**config.mk**
```make
export PLATFORM = sky130hd
export DESIGN_NAME = registers
export DESIGN_NICKNAME = d
export VERILOG_FILES = /design/src/rtl/registers.sv
export SDC_FILE = /design/constraint.sdc
export NUM_CORES = 1
export LEC_CHECK = 0
export ABC_AREA = 1
export CORE_AREA = 2 2 86 88
export CTS_BUF_LIST = sky130_fd_sc_hd__clkbuf_16
export DETAILED_ROUTE_END_ITERATION = 8
export DIE_AREA = 0 0 88 90
export PLACE_DENSITY = 0.8
export SYNTH_ARGS = -nofsm -noshare
export SYNTH_HDL_FRONTEND = slang
export SYNTH_SLANG_ARGS = --single-unit
```
**constraint.sdc**
```tcl
create_clock -name clk -period 3.5 [get_ports clk]
set_input_delay 0.35 -clock clk [delete_from_list [all_inputs] [get_ports clk]]
set_output_delay 0.35 -clock clk [all_outputs]
set_load 0.005 [all_outputs]
```
**src/rtl/registers.sv**
```systemverilog
// Register file with DEPTH x DATA_W storage, two combinational read ports
// and one synchronous write port with write-through bypass.
module registers #(
  parameter int unsigned DATA_W = 8,
  parameter int unsigned ADDR_W = 3,
  parameter int unsigned DEPTH  = 8
) (
  input  logic              clk,
  input  logic              rst,
  input  logic [ADDR_W-1:0] addr1,
  input  logic [ADDR_W-1:0] addr2,
  input  logic [ADDR_W-1:0] wr_addr,
  input  logic              rd,
  input  logic              wr,
  input  logic [DATA_W-1:0] data_in,
  output logic [DATA_W-1:0] data_out1,
  output logic [DATA_W-1:0] data_out2
);

  logic [DATA_W-1:0] regs [DEPTH];

  // Bypass is only live when the write will actually land at the next edge.
  logic bypass1;
  logic bypass2;

  // Storage update: reset clears everything and wins over a write; a write
  // needs a known-1 enable and an exact address match, so X/Z inputs leave
  // every register untouched.
  always_ff @(posedge clk) begin
    if (rst) begin
      for (int i = 0; i < int'(DEPTH); i++) begin
        regs[i] <= '0;
      end
    end else begin
      for (int i = 0; i < int'(DEPTH); i++) begin
        if ((wr == 1'b1) && (wr_addr == ADDR_W'(i))) begin
          regs[i] <= data_in;
        end
      end
    end
  end

  // Read ports: zero when disabled, else stored value or in-flight write data.
  always_comb begin
    bypass1   = 1'b0;
    bypass2   = 1'b0;
    data_out1 = '0;
    data_out2 = '0;
    if (rd) begin
      bypass1   = wr && !rst && (addr1 == wr_addr);
      bypass2   = wr && !rst && (addr2 == wr_addr);
      data_out1 = bypass1 ? data_in : regs[addr1];
      data_out2 = bypass2 ? data_in : regs[addr2];
    end
  end

endmodule

```
==> run_summary.xml <==
<?xml version="1.0" encoding="UTF-8"?>
<metrics>
  <group name="worst_setup_path">
    <metric name="endpoint" unit="">data_out2[6]</metric>
    <metric name="path_class" unit="">in2out</metric>
    <metric name="worstPathCellList" unit="">clkdlybuf4s50_1, inv_2, nand2_1, nand2_2, nor2_8, nand2_4, nand2_1, nor2_1, nor2_1, clkdlybuf4s50_1</metric>
    <metric name="timing.critical_path.arrival" unit="ps">2420</metric>
    <metric name="critical_path_cell_count" unit="">10</metric>
    <metric name="timing.critical_path.from" unit="">addr2[2]</metric>
    <metric name="path_max_fanout" unit="">9</metric>
    <metric name="critPathLaunchType" unit="">input pin</metric>
    <metric name="cpPeakStageDelay" unit="ps">750</metric>
    <metric name="cp_slowest_cell" unit="">clkdlybuf4s50_1</metric>
    <metric name="end_kind" unit="">output pin</metric>
    <metric name="required" unit="ps">3150</metric>
    <metric name="timing.critical_path.buf_inv" unit="">3</metric>
    <metric name="crit_family" unit="">buffers and inverters</metric>
  </group>
  <group name="sta">
    <metric name="min_period_over_period" unit="">0.792</metric>
    <metric name="fmaxAchievable" unit="MHz">361</metric>
    <metric name="slew_violations" unit="">0</metric>
    <metric name="worstMarginPinSlew" unit="ps">1050</metric>
    <metric name="post_route_setup_tns" unit="ps">0</metric>
    <metric name="setup_viol_count_final" unit="">0</metric>
    <metric name="post-route-min-period" unit="ps">2770</metric>
    <metric name="rsz0062_at_grt" unit="">no</metric>
    <metric name="final_hold_violating_endpoints" unit="">0</metric>
    <metric name="worst_slack" unit="ps">728</metric>
    <metric name="timing.slew.headroom" unit="">0.295</metric>
  </group>
  <group name="run_status">
    <metric name="status" unit="">finished clean</metric>
  </group>
  <group name="synthesis">
    <metric name="post_synth_top_area_share" unit="">0.476</metric>
    <metric name="syn_area_per_cell" unit="um^2">7.59</metric>
    <metric name="postSynthCellCount" unit="">532</metric>
    <metric name="netlist_top_cells_area" unit="">edfxtp_1, nand2_1, nand3_1</metric>
    <metric name="synth.cell_area" unit="um^2">4040</metric>
    <metric name="postSynthNetCount" unit="">553</metric>
    <metric name="yosys_warnings" unit="">0</metric>
    <metric name="top_cell_type_by_total_area_after_synthesis" unit="">edfxtp_1</metric>
    <metric name="yosysSeqAreaShare" unit="">0.476</metric>
    <metric name="yosys_register_bits" unit="">64</metric>
    <metric name="yosys.cell_types.count" unit="">22</metric>
  </group>
  <group name="cts">
    <metric name="clk_pin_slew" unit="ps">50</metric>
    <metric name="tritoncts.num_buffers" unit="">9</metric>
    <metric name="cts_tree" unit="">yes</metric>
    <metric name="htreeDepth" unit="">3</metric>
    <metric name="cts_num_sinks" unit="">64</metric>
    <metric name="cts_root_buffer" unit="">clkbuf_16</metric>
    <metric name="cts_setup_buffers" unit="">0</metric>
    <metric name="cts-root-to-sink-buffers" unit="">2</metric>
    <metric name="resize_count_post_cts" unit="">0</metric>
    <metric name="cts-hold-fix-buffers" unit="">0</metric>
  </group>
  <group name="detailed_routing">
    <metric name="drt-total-wl" unit="um">12700</metric>
    <metric name="wl_per_cell" unit="um">19.0</metric>
    <metric name="post_route_ant_nets" unit="">0</metric>
    <metric name="detail_route.iter0.violations" unit="">468</metric>
    <metric name="detail_route.first_pass.iterations" unit="">7</metric>
    <metric name="vias_per_cell" unit="">5.81</metric>
    <metric name="routed-via-count" unit="">3905</metric>
    <metric name="drc" unit="">0</metric>
  </group>
  <group name="floorplanning">
    <metric name="rows" unit="">31</metric>
    <metric name="core_region_area" unit="um^2">7020</metric>
    <metric name="chipWidth" unit="um">88</metric>
    <metric name="floorplan.die_area" unit="um^2">7920</metric>
    <metric name="fp.dieH" unit="um">90</metric>
    <metric name="initial_core_util" unit="">0.575</metric>
    <metric name="ioPinCount" unit="">37</metric>
  </group>
  <group name="layout">
    <metric name="final_layout_size_suffix_gt1_frac" unit="">0.129</metric>
    <metric name="number_of_nets_in_the_layout" unit="">589</metric>
    <metric name="layout_common_cells" unit="">nand2_1, nand3_1, nor2_1</metric>
    <metric name="antenna_cells" unit="">0</metric>
    <metric name="mostFrequentLayoutCell" unit="">nand2_1</metric>
    <metric name="largest-register" unit="">regs</metric>
    <metric name="reg_top3" unit="">regs (64)</metric>
    <metric name="syn2layout_area_growth" unit="%">19.2</metric>
    <metric name="register_area" unit="um^2">1920</metric>
    <metric name="area_of_the_multi_input_gates" unit="um^2">1840</metric>
    <metric name="n_fill_cell" unit="">581</metric>
    <metric name="largest_register_ffs" unit="">64</metric>
  </group>
  <group name="global_route">
    <metric name="number_of_antenna_violations_at_the_first_check_in_global_routing" unit="">0</metric>
    <metric name="pin_count_of_the_biggest_net_entering_global_routing" unit="">34</metric>
    <metric name="grt.met1_usage" unit="">0.493</metric>
    <metric name="gr-usage-met3" unit="">0.108</metric>
    <metric name="gr-total-overflow" unit="">0</metric>
    <metric name="grt_use_total" unit="">0.342</metric>
    <metric name="top_usage_layer" unit="">met1</metric>
    <metric name="grt_pass1_vias" unit="">3575</metric>
    <metric name="grt_pass1_wl" unit="um">19800</metric>
    <metric name="met2_capacity_usage_during_global_routing" unit="">0.485</metric>
  </group>
  <group name="pwr">
    <metric name="power_per_cell_area" unit="nW/um^2">475</metric>
    <metric name="leakage" unit="nW">2.05</metric>
    <metric name="irDropWorstVdd" unit="uV">407</metric>
  </group>
  <group name="worst_hold_path">
    <metric name="worstHoldPathType" unit="">in2reg</metric>
  </group>
  <group name="placement">
    <metric name="port_buffers" unit="">36</metric>
    <metric name="dpl.hpwl" unit="um">8800</metric>
    <metric name="pre_cts_ws" unit="ps">756</metric>
    <metric name="gp_congestion" unit="">0.971</metric>
  </group>
  <group name="job">
    <metric name="max_cap_violations" unit="">0</metric>
  </group>
</metrics>
kinds of logic (layout without fill, tap and decap cells):
kind of cell,count (synthesis),after routing,share of synthesized area
compound gates,6,6,0.00744
buf+inv,55,96,0.0676
flops,64,64,0.476
simple gates,407,407,0.449
per-stage QoR:
| stage | total power, mW | util | instances | hold slack (ps) | cell area, um^2 |
|---|---|---|---|---|---|
| global route | 2.36 | 0.686 | 672 | 905 | 4810 |
| finish | 2.29 | 0.686 | 672 | 882 | 4810 |
| detailed placement | 1.32 | 0.640 | 656 | 1210 | 4490 |
| CTS | 2.28 | 0.686 | 672 | 870 | 4810 |
| global placement | 1.32 | 0.640 | 656 | 1200 | 4490 |
| floorplan | 1.17 | - | 532 | 627 | 4040 |
cell type report:
type | count | area share
repair buffers | 55 | 0.104
clock inverters | 7 | 0.0200
flip-flops and latches | 64 | 0.399
clock buffers | 9 | 0.0468
inverters | 25 | 0.0210
well taps | 99 | 0.0257
multi-input cells | 413 | 0.383
report_power, final:
group	switching (mW)	total [mW]	internal, mW
logic	0.240	0.378	0.138
registers	0.0354	0.940	0.904
clock network	0.344	0.968	0.624
total	0.620	2.29	1.67
synthesized netlist by cell type:
library cell and n:
clkinv_4 1, nor2_4 4, nand3_1 107, inv_2 9, clkbuf_1 3, inv_4 1, nand2_2 4, buf_2 14
buf_1 2, nand2_4 2, inv_1 7, nor2_8 2, nor2_1 78, nor3_1 7, nand3_2 2, nand4_1 2
edfxtp_1 64, o21ai_0 6, nand2_1 184, buf_4 11, nor2_2 15, clkinv_1 7
routing by layer:
metal,vias to the layer above,share of wire
met5,-,0
met4,0,0.034
met3,41,0.12
met2,282,0.42
met1,1760,0.42
li1,1822,-
tightest hold or removal path, cell delays in order:
cell and delay (ps):
clkdlybuf4s50_1 460, inv_1 150, nor2_1 130
worst min-delay path by stage:
stage	startpoint	endpoint	slack, ps	cells past startpoint
after floorplan	data_in[6]	regs[0][6]$_SDFFCE_PN0P_	630	2
after global placement	data_in[6]	regs[3][6]$_SDFFCE_PN0P_	1200	3
after detailed placement	data_in[6]	regs[2][6]$_SDFFCE_PN0P_	1210	3
after CTS	data_in[6]	regs[4][6]$_SDFFCE_PN0P_	870	3
after global routing	data_in[3]	regs[2][3]$_SDFFCE_PN0P_	900	4
final	data_in[6]	regs[4][6]$_SDFFCE_PN0P_	880	3
No activity file was read; power rests on OpenSTA's default activity.
